## src/rtl/axi_request_originator_if.sv

```systemverilog
// Bus bundle for axi_request_originator: AXI4-Lite slave side plus the
// request/response stream pair. The block uses the slave view, its environment the master view.
interface axi_request_originator_if;
  logic [31:0]  S_AXI_AWADDR;
  logic         S_AXI_AWVALID;
  logic         S_AXI_AWREADY;
  logic [31:0]  S_AXI_WDATA;
  logic         S_AXI_WVALID;
  logic         S_AXI_WREADY;
  logic [1:0]   S_AXI_BRESP;
  logic         S_AXI_BVALID;
  logic         S_AXI_BREADY;
  logic [31:0]  S_AXI_ARADDR;
  logic         S_AXI_ARVALID;
  logic         S_AXI_ARREADY;
  logic [31:0]  S_AXI_RDATA;
  logic [1:0]   S_AXI_RRESP;
  logic         S_AXI_RVALID;
  logic         S_AXI_RREADY;
  logic [71:0]  AXIS_OUT_TDATA;
  logic         AXIS_OUT_TVALID;
  logic         AXIS_OUT_TREADY;
  logic [255:0] AXIS_IN_TDATA;
  logic         AXIS_IN_TVALID;
  logic         AXIS_IN_TREADY;

  modport slave (
    input  S_AXI_AWADDR, S_AXI_AWVALID, S_AXI_WDATA, S_AXI_WVALID, S_AXI_BREADY,
    input  S_AXI_ARADDR, S_AXI_ARVALID, S_AXI_RREADY,
    output S_AXI_AWREADY, S_AXI_WREADY, S_AXI_BRESP, S_AXI_BVALID,
    output S_AXI_ARREADY, S_AXI_RDATA, S_AXI_RRESP, S_AXI_RVALID,
    output AXIS_OUT_TDATA, AXIS_OUT_TVALID, input AXIS_OUT_TREADY,
    input  AXIS_IN_TDATA, AXIS_IN_TVALID, output AXIS_IN_TREADY
  );

  modport master (
    output S_AXI_AWADDR, S_AXI_AWVALID, S_AXI_WDATA, S_AXI_WVALID, S_AXI_BREADY,
    output S_AXI_ARADDR, S_AXI_ARVALID, S_AXI_RREADY,
    input  S_AXI_AWREADY, S_AXI_WREADY, S_AXI_BRESP, S_AXI_BVALID,
    input  S_AXI_ARREADY, S_AXI_RDATA, S_AXI_RRESP, S_AXI_RVALID,
    input  AXIS_OUT_TDATA, AXIS_OUT_TVALID, output AXIS_OUT_TREADY,
    output AXIS_IN_TDATA, AXIS_IN_TVALID, input AXIS_IN_TREADY
  );
endinterface

```

## src/rtl/axi_request_originator.sv

```systemverilog
// Converts single AXI4-Lite transactions into one 72-bit stream request each and
// returns the matching stream response on B or R. One transaction in flight at a time.
module axi_request_originator (
  input logic                      clk,
  input logic                      resetn,
  axi_request_originator_if.slave  bus
);

  typedef enum logic [2:0] {StIdle, StSendReq, StWaitRsp, StWriteRsp, StReadRsp} state_e;

  state_e      state_q, state_d;
  logic        aw_captured_q, w_captured_q, prefer_read_q;
  logic [31:0] addr_q, data_q, rdata_q;
  logic        mode_q;
  logic [1:0]  resp_q;

  logic ar_grant;
  logic aw_ready, w_ready, ar_ready, out_valid, in_ready, b_valid, r_valid;
  logic aw_fire, w_fire, ar_fire, req_fire, rsp_fire, b_fire, r_fire;
  logic unused_in;

  // Read wins only with no write half held and either read priority or no write pending
  always_comb begin
    ar_grant = !aw_captured_q && !w_captured_q && bus.S_AXI_ARVALID &&
               (prefer_read_q || (!bus.S_AXI_AWVALID && !bus.S_AXI_WVALID));
  end

  assign aw_fire  = bus.S_AXI_AWVALID && aw_ready;
  assign w_fire   = bus.S_AXI_WVALID && w_ready;
  assign ar_fire  = bus.S_AXI_ARVALID && ar_ready;
  assign req_fire = out_valid && bus.AXIS_OUT_TREADY;
  assign rsp_fire = bus.AXIS_IN_TVALID && in_ready;
  assign b_fire   = b_valid && bus.S_AXI_BREADY;
  assign r_fire   = r_valid && bus.S_AXI_RREADY;

  // State register
  always_ff @(posedge clk) begin
    if (!resetn) begin
      state_q <= StIdle;
    end else begin
      state_q <= state_d;
    end
  end

  // Next-state decode
  always_comb begin
    state_d = state_q;
    unique case (state_q)
      StIdle: begin
        if (ar_fire) begin
          state_d = StSendReq;
        end else if ((aw_captured_q || aw_fire) && (w_captured_q || w_fire)) begin
          state_d = StSendReq;
        end
      end
      StSendReq:  if (req_fire) state_d = StWaitRsp;
      StWaitRsp:  if (rsp_fire) state_d = mode_q ? StReadRsp : StWriteRsp;
      StWriteRsp: if (b_fire) state_d = StIdle;
      StReadRsp:  if (r_fire) state_d = StIdle;
      default:    state_d = StIdle;
    endcase
  end

  // Handshake outputs; everything held low while reset is asserted
  always_comb begin
    aw_ready  = 1'b0;
    w_ready   = 1'b0;
    ar_ready  = 1'b0;
    out_valid = 1'b0;
    in_ready  = 1'b0;
    b_valid   = 1'b0;
    r_valid   = 1'b0;
    if (resetn) begin
      unique case (state_q)
        StIdle: begin
          ar_ready = ar_grant;
          aw_ready = !aw_captured_q && !ar_grant;
          w_ready  = !w_captured_q && !ar_grant;
        end
        StSendReq:  out_valid = 1'b1;
        StWaitRsp:  in_ready  = 1'b1;
        StWriteRsp: b_valid   = 1'b1;
        StReadRsp:  r_valid   = 1'b1;
        default: ;
      endcase
    end
  end

  // Capture flags persist until the write's B handshake; priority flips per completion
  always_ff @(posedge clk) begin
    if (!resetn) begin
      aw_captured_q <= 1'b0;
      w_captured_q  <= 1'b0;
      prefer_read_q <= 1'b0;
    end else begin
      if (aw_fire) begin
        aw_captured_q <= 1'b1;
      end else if (b_fire) begin
        aw_captured_q <= 1'b0;
      end
      if (w_fire) begin
        w_captured_q <= 1'b1;
      end else if (b_fire) begin
        w_captured_q <= 1'b0;
      end
      if (b_fire || r_fire) begin
        prefer_read_q <= !prefer_read_q;
      end
    end
  end

  // Transaction payload registers (not reset)
  always_ff @(posedge clk) begin
    if (ar_fire) begin
      addr_q <= bus.S_AXI_ARADDR;
      data_q <= '0;
      mode_q <= 1'b1;
    end
    if (aw_fire) begin
      addr_q <= bus.S_AXI_AWADDR;
      mode_q <= 1'b0;
    end
    if (w_fire) begin
      data_q <= bus.S_AXI_WDATA;
    end
    if (rsp_fire) begin
      resp_q <= bus.AXIS_IN_TDATA[65:64];
      if (mode_q) begin
        rdata_q <= bus.AXIS_IN_TDATA[63:32];
      end
    end
  end

  assign bus.S_AXI_AWREADY   = aw_ready;
  assign bus.S_AXI_WREADY    = w_ready;
  assign bus.S_AXI_ARREADY   = ar_ready;
  assign bus.S_AXI_BVALID    = b_valid;
  assign bus.S_AXI_BRESP     = resp_q;
  assign bus.S_AXI_RVALID    = r_valid;
  assign bus.S_AXI_RRESP     = resp_q;
  assign bus.S_AXI_RDATA     = rdata_q;
  assign bus.AXIS_OUT_TVALID = out_valid;
  assign bus.AXIS_OUT_TDATA  = {7'd0, mode_q, data_q, addr_q};
  assign bus.AXIS_IN_TREADY  = in_ready;

  // Response address and upper bits carry nothing the block needs
  assign unused_in = ^{bus.AXIS_IN_TDATA[255:66], bus.AXIS_IN_TDATA[31:0]};

endmodule
```

## src/flat_wrapper.sv

```systemverilog
// flat-port wrapper written by rule: the top's interface ports become plain ports
module axi_request_originator_flat 
  (clk, resetn, bus_S_AXI_AWADDR, bus_S_AXI_AWVALID, bus_S_AXI_WDATA, bus_S_AXI_WVALID, bus_S_AXI_BREADY, bus_S_AXI_ARADDR, bus_S_AXI_ARVALID, bus_S_AXI_RREADY, bus_S_AXI_AWREADY, bus_S_AXI_WREADY, bus_S_AXI_BRESP, bus_S_AXI_BVALID, bus_S_AXI_ARREADY, bus_S_AXI_RDATA, bus_S_AXI_RRESP, bus_S_AXI_RVALID, bus_AXIS_OUT_TDATA, bus_AXIS_OUT_TVALID, bus_AXIS_OUT_TREADY, bus_AXIS_IN_TDATA, bus_AXIS_IN_TVALID, bus_AXIS_IN_TREADY);
  axi_request_originator_if bus_i ();
  input logic clk;
  input logic resetn;
  input wire logic [$bits(bus_i.S_AXI_AWADDR)-1:0] bus_S_AXI_AWADDR;
  input wire logic [$bits(bus_i.S_AXI_AWVALID)-1:0] bus_S_AXI_AWVALID;
  input wire logic [$bits(bus_i.S_AXI_WDATA)-1:0] bus_S_AXI_WDATA;
  input wire logic [$bits(bus_i.S_AXI_WVALID)-1:0] bus_S_AXI_WVALID;
  input wire logic [$bits(bus_i.S_AXI_BREADY)-1:0] bus_S_AXI_BREADY;
  input wire logic [$bits(bus_i.S_AXI_ARADDR)-1:0] bus_S_AXI_ARADDR;
  input wire logic [$bits(bus_i.S_AXI_ARVALID)-1:0] bus_S_AXI_ARVALID;
  input wire logic [$bits(bus_i.S_AXI_RREADY)-1:0] bus_S_AXI_RREADY;
  output wire logic [$bits(bus_i.S_AXI_AWREADY)-1:0] bus_S_AXI_AWREADY;
  output wire logic [$bits(bus_i.S_AXI_WREADY)-1:0] bus_S_AXI_WREADY;
  output wire logic [$bits(bus_i.S_AXI_BRESP)-1:0] bus_S_AXI_BRESP;
  output wire logic [$bits(bus_i.S_AXI_BVALID)-1:0] bus_S_AXI_BVALID;
  output wire logic [$bits(bus_i.S_AXI_ARREADY)-1:0] bus_S_AXI_ARREADY;
  output wire logic [$bits(bus_i.S_AXI_RDATA)-1:0] bus_S_AXI_RDATA;
  output wire logic [$bits(bus_i.S_AXI_RRESP)-1:0] bus_S_AXI_RRESP;
  output wire logic [$bits(bus_i.S_AXI_RVALID)-1:0] bus_S_AXI_RVALID;
  output wire logic [$bits(bus_i.AXIS_OUT_TDATA)-1:0] bus_AXIS_OUT_TDATA;
  output wire logic [$bits(bus_i.AXIS_OUT_TVALID)-1:0] bus_AXIS_OUT_TVALID;
  input wire logic [$bits(bus_i.AXIS_OUT_TREADY)-1:0] bus_AXIS_OUT_TREADY;
  input wire logic [$bits(bus_i.AXIS_IN_TDATA)-1:0] bus_AXIS_IN_TDATA;
  input wire logic [$bits(bus_i.AXIS_IN_TVALID)-1:0] bus_AXIS_IN_TVALID;
  output wire logic [$bits(bus_i.AXIS_IN_TREADY)-1:0] bus_AXIS_IN_TREADY;
  assign bus_i.S_AXI_AWADDR = bus_S_AXI_AWADDR;
  assign bus_i.S_AXI_AWVALID = bus_S_AXI_AWVALID;
  assign bus_i.S_AXI_WDATA = bus_S_AXI_WDATA;
  assign bus_i.S_AXI_WVALID = bus_S_AXI_WVALID;
  assign bus_i.S_AXI_BREADY = bus_S_AXI_BREADY;
  assign bus_i.S_AXI_ARADDR = bus_S_AXI_ARADDR;
  assign bus_i.S_AXI_ARVALID = bus_S_AXI_ARVALID;
  assign bus_i.S_AXI_RREADY = bus_S_AXI_RREADY;
  assign bus_S_AXI_AWREADY = bus_i.S_AXI_AWREADY;
  assign bus_S_AXI_WREADY = bus_i.S_AXI_WREADY;
  assign bus_S_AXI_BRESP = bus_i.S_AXI_BRESP;
  assign bus_S_AXI_BVALID = bus_i.S_AXI_BVALID;
  assign bus_S_AXI_ARREADY = bus_i.S_AXI_ARREADY;
  assign bus_S_AXI_RDATA = bus_i.S_AXI_RDATA;
  assign bus_S_AXI_RRESP = bus_i.S_AXI_RRESP;
  assign bus_S_AXI_RVALID = bus_i.S_AXI_RVALID;
  assign bus_AXIS_OUT_TDATA = bus_i.AXIS_OUT_TDATA;
  assign bus_AXIS_OUT_TVALID = bus_i.AXIS_OUT_TVALID;
  assign bus_i.AXIS_OUT_TREADY = bus_AXIS_OUT_TREADY;
  assign bus_i.AXIS_IN_TDATA = bus_AXIS_IN_TDATA;
  assign bus_i.AXIS_IN_TVALID = bus_AXIS_IN_TVALID;
  assign bus_AXIS_IN_TREADY = bus_i.AXIS_IN_TREADY;
  axi_request_originator u_core (.clk(clk), .resetn(resetn), .bus(bus_i));
endmodule
```

## config.mk

```make
export PLATFORM = sky130hd
export DESIGN_NAME = axi_request_originator_flat
export DESIGN_NICKNAME = d
export VERILOG_FILES = /design/src/rtl/axi_request_originator_if.sv /design/src/rtl/axi_request_originator.sv /design/src/flat_wrapper.sv
export SDC_FILE = /design/constraint.sdc
export NUM_CORES = 1
export LEC_CHECK = 0
export CELL_PAD_IN_SITES_DETAIL_PLACEMENT = 1
export CELL_PAD_IN_SITES_GLOBAL_PLACEMENT = 1
export CORE_AREA = 2 2 185 187
export CTS_BUF_LIST = sky130_fd_sc_hd__clkbuf_16
export CTS_CLUSTER_SIZE = 20
export DETAILED_ROUTE_END_ITERATION = 7
export DIE_AREA = 0 0 187 189
export PLACE_DENSITY_LB_ADDON = 0.1
export SYNTH_ARGS = -nofsm -noshare
export SYNTH_HDL_FRONTEND = slang
export SYNTH_SLANG_ARGS = --single-unit
export TNS_END_PERCENT = 10
```

## constraint.sdc

```tcl
create_clock -name clk -period 5.65 [get_ports clk]
set_input_delay 1.4125 -clock clk [delete_from_list [all_inputs] [get_ports clk]]
set_output_delay 1.4125 -clock clk [all_outputs]
set_load 0.005 [all_outputs]
```

==> out/metrics.cfg <==
[synth]
ys_seq_elements = 105
synth_fa_ha_area_share_pct = 0
yosysTopAreaCell = edfxtp_1
synth_compound_area_share_pct = 3.20
yosysMostFrequentCell = edfxtp_1
syn_area_sq_um = 4300
synthSimpleGateAreaFrac_pct = 9.49
synth_mux_area_share_pct = 10.6
synth-async-reset-ratio_pct = 0
ys.flop_type = edfxtp_1
ys_warn_count = 0
syn_inst = 247
yosysSeqAreaShare_pct = 71.8
synth_xor_area_share_pct = 0.204
yosysUniqueCellTypes = 38
synth.area.top_cells = edfxtp_1 (68%), mux2_4 (7.0%), and3_1 (4.8%)
synth_edf_count = 98
synth_top_area_share_pct = 68.5
syn_avg_cell_area_sq_um = 17.4
synth_top_family_by_area = multiplexers
netlist_top_cells_count = edfxtp_1 (98), and3_1 (33), mux2_4 (20)

[worst_setup_path]
critPathLaunch = bus_S_AXI_ARVALID
crit_path_end_kind = output port
cp_cell_sequence = clkdlybuf4s50_1 -> nor2b_1 -> and3b_4 -> nor4b_1 -> buf_4 -> clkdlybuf4s50_1
ff2ff_setup_slack_ps = 2840
critPathTopFamily = buffers and inverters
crit_fanout = 4
max_stage_delay_ps = 660
r2r-start = u_core.aw_captured_q
crit_top_cell = clkdlybuf4s50_1
cp_slowest_cell = nor4b_1
worstPathRequired_ps = 4240
path_class = input port to output port
critPathLaunchType = input port
cp_num_buf_inv = 3
cp.arrival_ps = 3850

[sta]
whs_ps = 558
relSlewSlack_pct = 38.8
max_freq_mhz = 190
rsz0062_at_grt = false
fin_crit_sh_pct = 93.1
final.setup.tns_ps = 0
finalHoldViolCount = 0
tightest_slew_ps = 918
drv_slew = 0
finClkSkew_ps = 11.2
setup_violations = 0
finalCriticalPeriod_ps = 5260

[route]
route.detailed.drc = 0
via_per_inst = 3.26
antenna_left = 0
drt_iter0_drc = 154
drt-total-wl_microns = 15600
firstDrtPassIters = 4
drt-wirelength-per-cell_microns = 16.5
vias = 3077

[power]
power-per-cell-area_nw_per_um2 = 309
p_leak_nw = 2.64
irDropWorstVdd_uv = 122

[global_route]
grt_pass1_vias = 3313
grt_antenna_before_repair = 0
grt_overflow = 0
grt_max_degree = 35
track_usage_pct = 8.68
grt_pass1_wl_microns = 22600

[placement]
dp_hpwl_microns = 11800
dp_cells = 928
gp_congestion = 0.706
numPortBuffers = 246
place_area_sq_um = 7190

[cells_and_area]
final_area_sq_um = 7480
layout.nets = 852
fin_cells = 944
antennaDiodeCount = 0
syn2layout_area_growth_pct = 74.2
fillers = 3691
drive_gt1_share_pct = 9.88

[worst_hold_path]
min-delay-start = u_core.mode_q
hold_path_class = flop to flop

[clock_tree]
max-clock-path-buffers = 2
cts.sinks = 105
post_cts_buffers = 0
cts_hold_buf = 0
clk_latency_ps = 360
cts.htree.levels = 3
cts-resized-gates = 0
cts_root_buf = clkbuf_16
numCtsBuffers = 9
cts_tree = built
path_clk_slew_ps = 80

[floorplanning]
dieHeight_microns = 189
core_area_sq_um = 33300
io_pins = 476
rows = 67
initial_core_util_pct = 12.9
die_x_microns = 187
dieArea_sq_um = 35300

[job]
drv_cap = 0

[run_status]
status = completed

==> layout by cell type (no fill, tap or decap), types with 6 or more instances in the layout <==
cell type / n
conb_1: 7
mux2_4: 20
clkdlybuf4s50_1: 246
buf_4: 6
mux2_1: 13
and3_1: 32
edfxtp_1: 98
clkbuf_16: 9
a21oi_1: 6
dfxtp_1: 7
==> worst register-to-register path: stages (launching register included) <==
cell	delay, ps
dfxtp_1	370
nor2b_1	260
and3b_4	280
nor4b_1	660
or2_2	830
==> final timing paths <==
| path | endpoint | cells after the start |
|---|---|---|
| setup / recovery | bus_S_AXI_ARREADY | 6 |
| hold / removal | u_core.mode_q | 2 |
| setup reg to reg | u_core.addr_q[2] | 4 |
| hold reg to reg | u_core.mode_q | 2 |
==> power breakdown <==
| part | leakage (nW) | total, W | switching (W) | internal [W] |
|---|---|---|---|---|
| Sequential | 0.966 | 0.00103 | 0.0000447 | 0.000987 |
| Clock | 0.146 | 0.000642 | 0.000332 | 0.000310 |
| Combinational | 1.53 | 0.000639 | 0.000278 | 0.000361 |
| Total | 2.64 | 0.00231 | 0.000655 | 0.00166 |
==> metrics by stage <==
| step | setup slack (ps) | power, W | utilization (%) |
|---|---|---|---|
| final | 389 | 0.00231 | 22.5 |
| after CTS | 384 | 0.00238 | 22.5 |
| after detailed placement | 402 | 0.00171 | 21.6 |
| after floorplan | 1800 | 0.00135 | - |
| after global routing | 222 | 0.00245 | 22.5 |
| after global placement | 375 | 0.00171 | 21.6 |
==> per-layer routing <==
layer	share of wire (%)	vias up	global-route usage, %	wire length [microns]
li1	-	1405	-	-
met1	46	1466	10.9	7100
met2	40	197	12.3	6190
met3	14	9	5.45	2140
met4	0.98	0	2.38	153
met5	0	-	0	0
==> cell type report <==
cell class,instances,area [sq um],area share [%]
flip-flops and latches,105,3080,41.2
repair buffers,252,2510,33.5
clock buffers,9,225,3.01
inverters,1,3.75,0.0502
well taps,448,561,7.49
clock inverters,7,66.3,0.886
multi-input cells,122,1040,13.9
==> cell families after synthesis <==
group	count (synthesis)
and+or+nand+nor	64
muxes	34
xor gates and xnor gates	1
DFF	105
AOI/OAI and AO/OA	16
buffers and inverters	26
other	1
==> registers in the layout (all words and copies together) (netlist names) <==
| name | cells |
|---|---|
| u_core.state_q | 3 |
| u_core.w_captured_q | 1 |
| u_core.bus.S_AXI_BRESP | 2 |
| u_core.bus.S_AXI_RDATA | 32 |
| u_core.mode_q | 1 |
| u_core.prefer_read_q | 1 |
| u_core.data_q | 32 |
| u_core.addr_q | 32 |
| u_core.aw_captured_q | 1 |
No activity file was read; power rests on OpenSTA's default activity.
